### src/rtl/fetch_stage.sv
// fetch_stage: PC register, instruction fetch and IF/ID register with stall/flush/redirect and halt past the image.
// Define FETCH_PERF_CNT_EN to add the fetch_cnt_o/stall_cnt_o performance counters.
module fetch_stage #(
  parameter logic [31:0] PC_RESET = 32'd0,
  parameter logic [31:0] PC_LIMIT = 32'd124
) (
  input  logic        clk_i,
  input  logic        rst_i,
  input  logic        stall_i,
  input  logic        flush_i,
  input  logic        redirect_i,
  input  logic [31:0] redirect_pc_i,
  input  logic [31:0] instr_i,
  output logic [31:0] addr_o,
  output logic [31:0] ifid_instr_o,
  output logic [31:0] ifid_pc4_o,
  output logic        ifid_valid_o,
  output logic        halted_o
`ifdef FETCH_PERF_CNT_EN
  ,
  output logic [31:0] fetch_cnt_o,
  output logic [31:0] stall_cnt_o
`endif
);
  typedef enum logic [1:0] {BOOT, RUN, HALT} state_t;
  state_t state, state_nx;
  logic [31:0] pc, pc_nx, instr_nx, pc4_nx, target, pc_inc;
  logic valid_nx, capture, hold;
  assign target = {redirect_pc_i[31:2], 2'b00};
  assign pc_inc = pc + 32'd4;
  assign addr_o = pc;
  assign halted_o = state == HALT;
  always_comb begin
    state_nx = state;
    pc_nx = pc;
    instr_nx = ifid_instr_o;
    pc4_nx = ifid_pc4_o;
    valid_nx = ifid_valid_o;
    capture = 1'b0;
    hold = 1'b0;
    case (state)
      BOOT: begin
        state_nx = RUN;
        pc_nx = redirect_i ? target : pc;
      end
      RUN: begin
        if (redirect_i) begin
          pc_nx = target;
          instr_nx = '0;
          pc4_nx = '0;
          valid_nx = 1'b0;
          state_nx = target > PC_LIMIT ? HALT : RUN;
        end else if (pc > PC_LIMIT) begin
          state_nx = HALT;
          valid_nx = 1'b0;
        end else if (flush_i) begin
          instr_nx = '0;
          pc4_nx = '0;
          valid_nx = 1'b0;
          pc_nx = stall_i ? pc : pc_inc;
        end else if (stall_i) begin
          hold = 1'b1;
        end else begin
          capture = 1'b1;
          instr_nx = instr_i;
          pc4_nx = pc_inc;
          valid_nx = 1'b1;
          pc_nx = pc_inc;
        end
      end
      HALT: begin
        valid_nx = 1'b0;
        if (redirect_i) begin
          pc_nx = target;
          state_nx = target > PC_LIMIT ? HALT : RUN;
        end
      end
      default: state_nx = BOOT;
    endcase
  end
  always_ff @(posedge clk_i or negedge rst_i) begin
    if (!rst_i) begin
      state <= BOOT;
      pc <= PC_RESET;
      ifid_instr_o <= '0;
      ifid_pc4_o <= '0;
      ifid_valid_o <= 1'b0;
    end else begin
      state <= state_nx;
      pc <= pc_nx;
      ifid_instr_o <= instr_nx;
      ifid_pc4_o <= pc4_nx;
      ifid_valid_o <= valid_nx;
    end
  end
`ifdef FETCH_PERF_CNT_EN
  always_ff @(posedge clk_i or negedge rst_i) begin
    if (!rst_i) begin
      fetch_cnt_o <= '0;
      stall_cnt_o <= '0;
    end else begin
      if (capture && fetch_cnt_o != '1) fetch_cnt_o <= fetch_cnt_o + 32'd1;
      if (hold && stall_cnt_o != '1) stall_cnt_o <= stall_cnt_o + 32'd1;
    end
  end
`else
  logic unused_perf;
  assign unused_perf = capture ^ hold;
`endif
endmodule

### config.mk
export PLATFORM = sky130hd
export DESIGN_NAME = fetch_stage
export DESIGN_NICKNAME = d
export VERILOG_FILES = /design/src/rtl/fetch_stage.sv
export SDC_FILE = /design/constraint.sdc
export NUM_CORES = 1
export LEC_CHECK = 0
export BUFFER_PORTS_ARGS = -buffer_cell sky130_fd_sc_hd__buf_2
export CORE_MARGIN = 2
export CORE_UTILIZATION = 45
export DETAILED_ROUTE_END_ITERATION = 10
export GPL_TIMING_DRIVEN = 0
export MAX_ROUTING_LAYER = met4
export PLACE_DENSITY = 0.84
export REMOVE_ABC_BUFFERS = 1
export SLEW_MARGIN = 20
export SYNTH_ARGS = -nofsm -noshare
export SYNTH_HDL_FRONTEND = slang
export SYNTH_SLANG_ARGS = --single-unit
export TNS_END_PERCENT = 30
### constraint.sdc
create_clock -name clk_i -period 2.1 [get_ports clk_i]
set_clock_uncertainty 0.15 [all_clocks]
set_input_delay 0.105 -clock clk_i [delete_from_list [all_inputs] [get_ports clk_i]]
set_output_delay 0.105 -clock clk_i [all_outputs]
set_load 0.01 [all_outputs]
==> impl_summary.log <==
[metrics] relative max-transition margin: 60.6%
[metrics] actual transition at the worst max-transition pin: 0.586 ns
[metrics] standard cell core area: 10,200 um^2
[metrics] Max rail drop VDD: 0.442 mV
[metrics] Syn Inst Count: 446
[metrics] PnR Total Power: 6060 uW
[metrics] Util after Layout: 70.7%
[metrics] Synth async-reset ratio: 100%
[metrics] status: finished with violations
[metrics] post-detailed-routing wire length: 16,300 um
[metrics] worst setup slack after layout: -0.287 ns
[metrics] Global Route met1 Usage: 37.2%
[metrics] via count of the first global-routing pass: 4,940
[metrics] time the final worst path needs with I/O delays and setup: 2.39 ns
[metrics] Clock Root Buffer: clkbuf_8
[metrics] total internal power: 3630 uW
[metrics] startpoint types: flip-flop
[metrics] Worst Path Max Fanout: 8
[metrics] first-pass iteration count of the detailed router: 8
[metrics] met3 demand-to-capacity share in global routing: 4.54%
[metrics] global routing's busiest layer: met2
[metrics] CTS HTree Levels: 3
[metrics] leading cell types in the layout, fill and taps excluded: 161 x buf_2, 88 x dfrtp_1, 63 x dlygate4sd3_1
[metrics] number of antenna violations at the first check in global routing: 0
[metrics] Num Clock Sinks: 96
[metrics] routability-driven placement congestion ratio: 0.929
[metrics] number of distinct library cells after synthesis: 53
[metrics] area of the die: 11,200 um^2
[metrics] site row count: 37
[metrics] number of buffers on the longest clock path: 2
[metrics] starting utilization of the core area: 45.9%
[metrics] Clock power frac: 20.8%
[metrics] detailed-placement wirelength estimate: 9200 um
[metrics] share of post-route cells with drive strength above 1: 40.2%
[metrics] average via count per standard cell: 6.02
[metrics] total DRC errors in the routed layout: 0
[metrics] leakage power of the design: 0.00383 uW
[metrics] Post-Place Cells: 711
[metrics] antenna cell count: 0
[metrics] Synth Cell Area: 4670 um^2
[metrics] clock tree from TritonCTS: done
[metrics] data arrival time of the worst path: 2.49 ns
[metrics] power per standard cell area: 842 nW/um^2
[metrics] final count of hold timing violations: 0
[metrics] Buffers on Ports: 162
[metrics] flip-flop cell with the highest count after synthesis: dfrtp_1
[metrics] type of element capturing the critical path: flip-flop
[metrics] remaining antenna violation count: 0
[metrics] total negative slack: -12.83 ns
[metrics] setup repair after global routing missed its margin: yes
[metrics] failing checks: setup timing
[metrics] Max Slew Vio Count: 0
[metrics] Iteration-0 DRC Markers: 566
[metrics] maximum number of pins on one net before global-route repair: 59
[metrics] number of warnings issued by yosys: 0
[metrics] Post-layout nets: 768
[metrics] leading cell type in the layout, fill and taps excluded: buf_2
[metrics] aggregate global routing overflow: 0
[metrics] post-detailed-route wirelength per cell: 19.5 um
[metrics] number of standard cells in the layout, taps in and fillers out: 838
[metrics] io pins: 167
[metrics] Vias: 5,047
[metrics] synthesized area per cell: 10.5 um^2
[metrics] M2 GR Usage: 46.8%
[metrics] Die Y-Extent: 106 um
[metrics] switching part of the total power: 40.1%
[metrics] relative contribution of combinational cells to total power: 35.7%
[metrics] power dissipated by switching net loads: 2430 uW
[metrics] total clock buffers created by CTS: 9
[metrics] sequential element share of the synthesized area: 51.4%
[metrics] number of flops mapped to enable cells by yosys: 0
[metrics] first-pass GRT wire length: 25,400 um
[metrics] Sequential Power Share: 43.5%
[metrics] area growth from synthesis to layout: 54.0%
[metrics] max-capacitance violation count: 0
[metrics] CP Data Required Time: 2.20 ns
[metrics] Worst-Skew Late Latency: 0.37 ns
[metrics] clock transition at the register clock pins on the worst setup and hold paths after CTS: 0.09 ns
[metrics] worst min-delay path category: primary input to flip-flop
[metrics] maximum clock frequency: 419 MHz
[metrics] number of storage elements in the synthesis netlist: 96
[metrics] Die Span X: 106 um
[metrics] path type of the worst setup path: flip-flop to flip-flop
[metrics] number of failing setup endpoints in the final timing report: 82
[metrics] final worst path period share: 114%
[metrics] Total Routing Usage GR: 29.5%
## worst max-delay path, stage by stage, from the launching register on
cell and delay [ns]:
dfrtp_1 0.44, nor4_2 0.33, nand4_1 0.29, buf_6 0.23, buf_12 0.13, or4_4 0.44
a32o_1 0.26
## logic make-up after synthesis
family | count (synthesis) | share of synthesized area (%)
xor+xnor | 4 | 0.750
other cells | 1 | 0.0803
buf+inv | 52 | 4.98
fa+ha+maj | 2 | 0.536
flops | 96 | 51.4
simple gates | 153 | 17.8
mux | 1 | 0.241
compound gates | 137 | 24.2
## routing by layer
layer / routed length [um] / up-vias
li1: - / 2223
met3: 1240 / 63
met5: 0 / -
met2: 7970 / 313
met1: 6540 / 2448
met4: 566 / 0
## what timing repair did
| item | in CTS | in global routing |
|---|---|---|
| pin swaps | 50 | 46 |
| hold buffers | 63 | 0 |
| resized for setup | 43 | 30 |
| cloned | 4 | 2 |
| hold endpoints to repair | 158 | 0 |
| setup endpoints to repair | 96 | 95 |
| setup buffers | 25 | 17 |
## final cells by class
| type | instances | area [um^2] |
|---|---|---|
| Timing Repair Buffer | 281 | 2070 |
| Tap cell | 136 | 170 |
| Fill cell | 714 | 2990 |
| Inverter | 6 | 22.5 |
| Sequential cell | 96 | 2410 |
| Multi-Input combinational cell | 303 | 2310 |
| Clock inverter | 6 | 67.6 |
| Clock buffer | 10 | 138 |
## power by group through the flow
stage          Combinational, uW  Clock (uW)  Sequential, uW
2_1_floorplan                843           0            2570
3_3_place_gp                1520           0            2550
3_5_place_dp                1670           0            2570
4_1_cts                     1960        1290            2600
5_1_grt                     2320        1370            2660
6_report                    2170        1260            2630
## metrics by stage
step | area [um^2] | setup slack (ns) | hold WS, ns
after floorplan | 4470 | -3.25 | -0.341
after global placement | 5450 | -5.59 | 0.154
after detailed placement | 5660 | -1.32 | -0.124
after CTS | 6920 | -0.209 | 0.00412
after global routing | 7200 | -0.327 | 0.0419
final | 7200 | -0.287 | 0.0211
## synthesized netlist by cell type (all sizes together) (3+ instances only)
cell,n,share of area (%)
dfrtp,96,51
o311a,40,8.6
a21o,38,6.1
clkbuf,32,2.6
and3,31,4.2
nand2,31,2.5
nor2,29,2.3
buf,14,1.9
nor4,14,2.0
a21oi,12,1.3
nand3,12,1.3
nand4,9,1.2
o221ai,8,1.5
a31oi,6,0.80
inv,6,0.48
o21ai,6,0.64
o211ai,5,0.80
and4,4,0.75
nand2b,4,0.54
o32ai,4,0.75
a32o,3,0.64
nor2b,3,0.40
o22ai,3,0.40
o31ai,3,0.78
or3,3,0.40
or4,3,0.56
xor2,3,0.56
## path summary, 6_finish.rpt
kind                                    from              to  slack, ns  cells after the start
hold / removal             redirect_pc_i[31]      addr_o[31]       0.02                      4
hold reg to reg               ifid_pc4_o[23]  ifid_pc4_o[23]       0.36                      1
setup / recovery                  addr_o[22]        state[1]      -0.29                      6
max in group asynchronous              rst_i      addr_o[12]       1.12                      3
setup reg to reg                  addr_o[22]        state[1]      -0.29                      6
min in group asynchronous              rst_i      addr_o[11]       0.04                      2
## sequential cells by signal (all words and copies together) (netlist names)
register	count
state	2
ifid_valid_o	1
ifid_instr_o	32
addr_o	30
ifid_pc4_o	31
Note: power is estimated with default switching activity, not from simulation.
